**src/rtl/regblock_arbiter.sv**
```systemverilog
// rtl/regblock_arbiter.sv - round-robin arbiter sharing one register_block port among N_REQ requesters
// Optional REGARB_WPROT_EN: reject writes to the read-only ID register at address 0 (flagged on o_err).
module regblock_arbiter #(
  parameter int N_REQ = 4,
  parameter int WIDTH = 16,
  parameter int DEPTH = 32,
  localparam int AW = $clog2(DEPTH),
  localparam int PW = $clog2(N_REQ)
) (
  input  logic                   clk,
  input  logic                   reset,
  input  logic [N_REQ-1:0]       i_req,
  input  logic [N_REQ-1:0]       i_we,
  input  logic [N_REQ*AW-1:0]    i_addr,
  input  logic [N_REQ*WIDTH-1:0] i_wdata,
  output logic [N_REQ-1:0]       o_gnt,
  output logic [N_REQ-1:0]       o_done,
  output logic [WIDTH-1:0]       o_rdata,
  output logic                   o_err,
  output logic                   o_busy,
  output logic                   o_w_en,
  output logic [AW-1:0]          o_w_addr,
  output logic [WIDTH-1:0]       o_w_value,
  output logic                   o_r_en,
  output logic [AW-1:0]          o_r_addr,
  input  logic [WIDTH-1:0]       i_r_value,
  input  logic                   i_r_valid
);

  typedef enum logic [1:0] {S_IDLE, S_CMD, S_WAIT_R, S_DONE} state_t;

  state_t           state_q, state_d;
  logic [PW-1:0]    rr_ptr_q, rr_ptr_d;
  logic [N_REQ-1:0] gnt_q, gnt_d, done_q, done_d;
  logic             we_q, we_d;
  logic [AW-1:0]    addr_q, addr_d;
  logic [WIDTH-1:0] wdata_q, wdata_d, rdata_q, rdata_d;
  logic             w_en_q, w_en_d, r_en_q, r_en_d, busy_q, busy_d;
  logic             found;
  logic [PW-1:0]    win;

`ifdef REGARB_WPROT_EN
  logic reject_q, reject_d, err_q, err_d;
`endif

  always_comb begin
    state_d  = state_q;
    rr_ptr_d = rr_ptr_q;
    gnt_d    = gnt_q;
    done_d   = '0;
    we_d     = we_q;
    addr_d   = addr_q;
    wdata_d  = wdata_q;
    rdata_d  = rdata_q;
    w_en_d   = 1'b0;
    r_en_d   = 1'b0;
`ifdef REGARB_WPROT_EN
    reject_d = reject_q;
    err_d    = 1'b0;
`endif
    found    = 1'b0;
    win      = '0;

    // Search begins just after the last owner so every requester gets a turn.
    for (int i = 1; i <= N_REQ; i++) begin
      if (!found && i_req[(int'(rr_ptr_q) + i) % N_REQ]) begin
        found = 1'b1;
        win   = PW'((int'(rr_ptr_q) + i) % N_REQ);
      end
    end

    case (state_q)
      S_IDLE: begin
        if (found) begin
          state_d  = S_CMD;
          rr_ptr_d = win;
          gnt_d    = N_REQ'(1) << win;
          we_d     = i_we[win];
          addr_d   = i_addr[int'(win)*AW +: AW];
          wdata_d  = i_wdata[int'(win)*WIDTH +: WIDTH];
`ifdef REGARB_WPROT_EN
          reject_d = i_we[win] && (addr_d == '0);
          w_en_d   = i_we[win] && !reject_d;
`else
          w_en_d   = i_we[win];
`endif
          r_en_d   = !i_we[win];
        end
      end
      S_CMD: begin
        if (we_q) begin
          state_d = S_DONE;
          done_d  = gnt_q;
`ifdef REGARB_WPROT_EN
          err_d   = reject_q;
`endif
        end else begin
          state_d = S_WAIT_R;
        end
      end
      S_WAIT_R: begin
        if (i_r_valid) begin
          state_d = S_DONE;
          rdata_d = i_r_value;
          done_d  = gnt_q;
        end
      end
      S_DONE: begin
        state_d = S_IDLE;
        gnt_d   = '0;
      end
      default: state_d = S_IDLE;
    endcase

    busy_d = (state_d != S_IDLE);
  end

  always_ff @(posedge clk) begin
    if (reset) begin
      state_q  <= S_IDLE;
      rr_ptr_q <= PW'(N_REQ - 1);
      gnt_q    <= '0;
      done_q   <= '0;
      we_q     <= 1'b0;
      addr_q   <= '0;
      wdata_q  <= '0;
      rdata_q  <= '0;
      w_en_q   <= 1'b0;
      r_en_q   <= 1'b0;
      busy_q   <= 1'b0;
`ifdef REGARB_WPROT_EN
      reject_q <= 1'b0;
      err_q    <= 1'b0;
`endif
    end else begin
      state_q  <= state_d;
      rr_ptr_q <= rr_ptr_d;
      gnt_q    <= gnt_d;
      done_q   <= done_d;
      we_q     <= we_d;
      addr_q   <= addr_d;
      wdata_q  <= wdata_d;
      rdata_q  <= rdata_d;
      w_en_q   <= w_en_d;
      r_en_q   <= r_en_d;
      busy_q   <= busy_d;
`ifdef REGARB_WPROT_EN
      reject_q <= reject_d;
      err_q    <= err_d;
`endif
    end
  end

  assign o_gnt     = gnt_q;
  assign o_done    = done_q;
  assign o_rdata   = rdata_q;
  assign o_busy    = busy_q;
  assign o_w_en    = w_en_q;
  assign o_w_addr  = addr_q;
  assign o_w_value = wdata_q;
  assign o_r_en    = r_en_q;
  assign o_r_addr  = addr_q;
`ifdef REGARB_WPROT_EN
  assign o_err     = err_q;
`else
  assign o_err     = 1'b0;
`endif

endmodule
```
**config.mk**
```make
export PLATFORM = sky130hd
export DESIGN_NAME = regblock_arbiter
export DESIGN_NICKNAME = d
export VERILOG_FILES = /design/src/rtl/regblock_arbiter.sv
export SDC_FILE = /design/constraint.sdc
export NUM_CORES = 1
export LEC_CHECK = 0
export BUFFER_PORTS_ARGS = -buffer_cell sky130_fd_sc_hd__buf_2
export CORE_MARGIN = 2
export CORE_UTILIZATION = 47
export DETAILED_ROUTE_END_ITERATION = 7
export HOLD_SLACK_MARGIN = 0.15
export PLACE_DENSITY = 0.88
export SYNTH_ARGS = -nofsm -noshare
export SYNTH_HDL_FRONTEND = slang
export SYNTH_SLANG_ARGS = --single-unit
```
**constraint.sdc**
```tcl
create_clock -name clk -period 4.7 [get_ports clk]
set_input_delay 0.235 -clock clk [delete_from_list [all_inputs] [get_ports clk]]
set_output_delay 0.235 -clock clk [all_outputs]
set_load 0.01 [all_outputs]
```
==> metrics.md <==
| Metric | Value |
|---|---|
| Slew headroom | `about an eighth` |
| Post-route cell area | `0.003757 mm^2` |
| Placed Cells | `~540` |
| Number of setup violations in the final report | `0` |
| Critical Path End Type | `flop` |
| Global route overflow | `0` |
| Post_cts resized | `0` |
| Async SR Flop Fraction | `0%` |
| DR WL met2 | `about 4300 um` |
| Largest family of logic cells by synthesized area | `compound AO/OA/AOI/OAI gates` |
| Required time of the critical path | `4.88 ns` |
| Tmin final | `between 2 and 2.5 ns` |
| Net Switching | `0.9374 mW` |
| Fin util | `64.61%` |
| Antenna violations before repair | `0` |
| CP startpoint kind | `flop` |
| Fraction of power consumed by sequential logic | `between 30% and 40%` |
| Post-Synth XOR/XNOR Area | `0%` |
| Post-Synth Simple-Gate Area | `19.38%` |
| Mux share of post-synthesis cell area | `approximately 9%` |
| Synthesis-to-layout area growth | `35.03%` |
| CP Max Fanout | `23` |
| Int Pwr | `1.198 mW` |
| Slew @ Worst Pin | `approximately 1.3 ns` |
| Synth cell types | `44` |
| Clk pwr share | `around an eighth` |
| Sw Share | `43.89%` |
| Clock root buffer master | `clkbuf_8` |
| Clock Path Buffers | `2` |
| DRT Wirelength | `just over 8000 um` |
| Fin. max-slew vios | `0` |
| Post-synth EDFFs | `0` |
| Die area | `0.006552 mm^2` |
| Share of layout cells above drive strength 1 | `42.30%` |
| Final HPWL DP | `6074 um` |
| Setup WS post-layout | `2.237 ns` |
| 1st-iter DRT viols | `130` |
| Clock transition at path regs | `0.10 ns` |
| Top layer in use | `met4` |
| Largest net degree at the start of global routing | `51` |
| Post-DP Area | `between 0.003 and 0.004 mm^2` |
| Fmax | `0.4060 GHz` |
| Fin Setup TNS | `0 ns` |
| Cell row count | `28` |
| Final period utilization | `52.40%` |
| Synthesized area | `roughly 0.0028 mm^2` |
| HP Class | `input port to flop` |
| Starting Density | `between 40% and 50%` |
| Routed len/inst | `between 10 and 15 um` |
| Die Span Y | `roughly 81 um` |
| Non-filler instance count after layout | `562` |
| Mean Syn Cell Area | `8.306 um^2` |
| Fill count | `495` |
| Number of global-route vias before repair | `about 2,700` |
| PD cells | `568.5 mW/mm^2` |
| Average vias per placed instance | `around 5.3` |
| CTS Buf Count | `5` |
| Total Routing Usage GR | `24.25%` |
| Most used DFF post-synth | `dfxtp_1` |
| Gpl congestion | `0.7836` |
| Port Buffers | `163` |
| Syn Inst Count | `335` |
| Met1 wire length | `3226 um` |
| Combinational power share | `54.1%` |
| # Max-Cap Violations | `0` |
| RSZ-0062 raised after global routing | `no` |
| Width of the chip | `just over 80 um` |
| Setup Crit Path Kind | `flop to flop` |
| Worst Clk Skew | `0.01293 ns` |
| IO Count | `around 170` |
| VDD IR max | `318.8 uV` |
| Post-route ant nets | `0` |
| Antenna diodes | `0` |
| Register bit total from synthesis | `53` |
| Status | `finished clean` |
| Compound-gate portion of the synthesized area | `between 20% and 30%` |
| H-tree levels | `2` |
| Placeable Area | `0.005816 mm^2` |
| Yosys warns | `0` |
| CTS Sinks | `53` |
| TritonRoute pass-1 iters | `5` |
| Power consumption | `2.136 mW` |
| Nets@finish | `601` |
| Fin. Hold Viols | `0` |
| CTS tree | `built` |
| First-pass GRT wire length | `12,290 um` |
| Final hold slack | `0.1512 ns` |
| Worst Path Arrival | `2.64 ns` |
| Syn nets | `450` |
| Leakage | `1.753 nW` |
| DR WL met3 | `663 um` |
| Clock Latency Late Sink | `~0.32 ns` |
| Vias | `around 3,000` |
| DP Worst Slack | `2.142 ns` |
| Seq/Total Area, Yosys | `a little under two fifths` |
| DRC viols | `0` |
| Synth Area in Adders | `around 1.8%` |
==> registers in the layout (all words and copies together) (netlist names) <==
name and count:
o_rdata 16, rr_ptr_q 2, o_gnt 4, o_done 4, o_busy 1, o_w_en 1
state_q 2, o_r_addr 5, o_r_en 1, we_q 1, o_w_value 16
==> timing repair <==
item	in CTS	in global routing
hold buffers	9	1
endpoints found under the hold margin	9	1
buffers inserted	0	0
endpoints found under the setup margin	0	0
==> power groups by stage <==
stage	sequential [mW]	combinational (mW)	clock, mW
after floorplan	0.758	0.779	0
after global placement	0.711	1.12	0
after detailed placement	0.720	1.16	0
after CTS	0.710	1.16	0.277
after global routing	0.730	1.28	0.295
final	0.710	1.16	0.270
==> final timing paths <==
kind | start | end | slack, ns | cells after the start
worst min register to register | o_rdata[3]$_SDFFE_PP0P_ | o_rdata[3]$_SDFFE_PP0P_ | 0.46 | 2
worst max-delay path | state_q[0]$_SDFF_PP0_ | o_gnt[0]$_SDFFE_PP0P_ | 2.24 | 7
worst min-delay path | i_r_value[10] | o_rdata[10]$_SDFFE_PP0P_ | 0.15 | 3
worst max register to register | state_q[0]$_SDFF_PP0_ | o_gnt[0]$_SDFFE_PP0P_ | 2.24 | 7
==> logic make-up after synthesis <==
family,after synthesis
AND/OR/NAND/NOR,127
adder cells (fa/ha/maj),4
flip-flops,53
AO/OA/AOI/OAI,88
buffers and inverters,40
multiplexers,22
other,1
==> cells in the final DEF (no fill, tap or decap), types with 4 or more instances in the layout <==
cell           instances
buf_2                163
nand2_1               78
dfxtp_1               53
nor2_1                30
a21oi_1               23
mux2_2                21
a221oi_1              18
a211oi_1              12
dlygate4sd3_1         10
inv_1                  8
a211oi_2               6
and2_1                 5
a22oi_1                5
clkbuf_8               5
nand3b_1               4
ha_1                   4
==> cells in the mapped netlist (2+ instances only) <==
cell	count	area [um^2]
nand3b_1	4	30.03
buf_4	6	45.04
inv_1	8	30.03
a211oi_1	12	90.09
a311oi_1	3	26.28
nand2_1	78	292.8
nor2_1	30	112.6
dfxtp_1	53	1061
a21oi_1	23	115.1
a211oi_2	6	75.07
o211a_1	2	20.02
o21ai_0	3	15.01
ha_1	4	50.05
a221oi_1	18	157.7
nand2b_1	3	18.77
a211o_1	2	17.52
clkbuf_1	17	63.81
nor3_1	2	10.01
mux2_2	21	236.5
o22ai_1	2	12.51
and2_1	5	31.28
a22oi_1	5	37.54
buf_6	2	22.52
buf_2	6	30.03
==> layout make-up <==
type / instances / area, um^2 / area share (%)
multi-input combinational: 242 / 1540 / 40.99
sequential: 53 / 1061 / 28.24
timing repair buffer: 176 / 938.4 / 24.98
tap: 75 / 93.84 / 2.498
clock buffer: 5 / 68.82 / 1.832
inverter: 8 / 30.03 / 0.7992
clock inverter: 3 / 25.02 / 0.6660
==> critical path: stages (launching register included) <==
cell and delay [ns]:
dfxtp_1 0.35, inv_1 0.11, ha_1 0.27, inv_1 0.10, a31oi_2 0.91, a21oi_1 0.24, a22oi_1 0.27, nor2_1 0.07
==> per-layer routing <==
metal / global-route usage [%] / vias to the layer above
met1: 26.10 / 1373
li1: - / 1482
met4: 6.271 / 0
met2: 46.69 / 139
met3: 6.111 / 11
met5: 0 / -
Note: power is estimated with default switching activity, not from simulation.
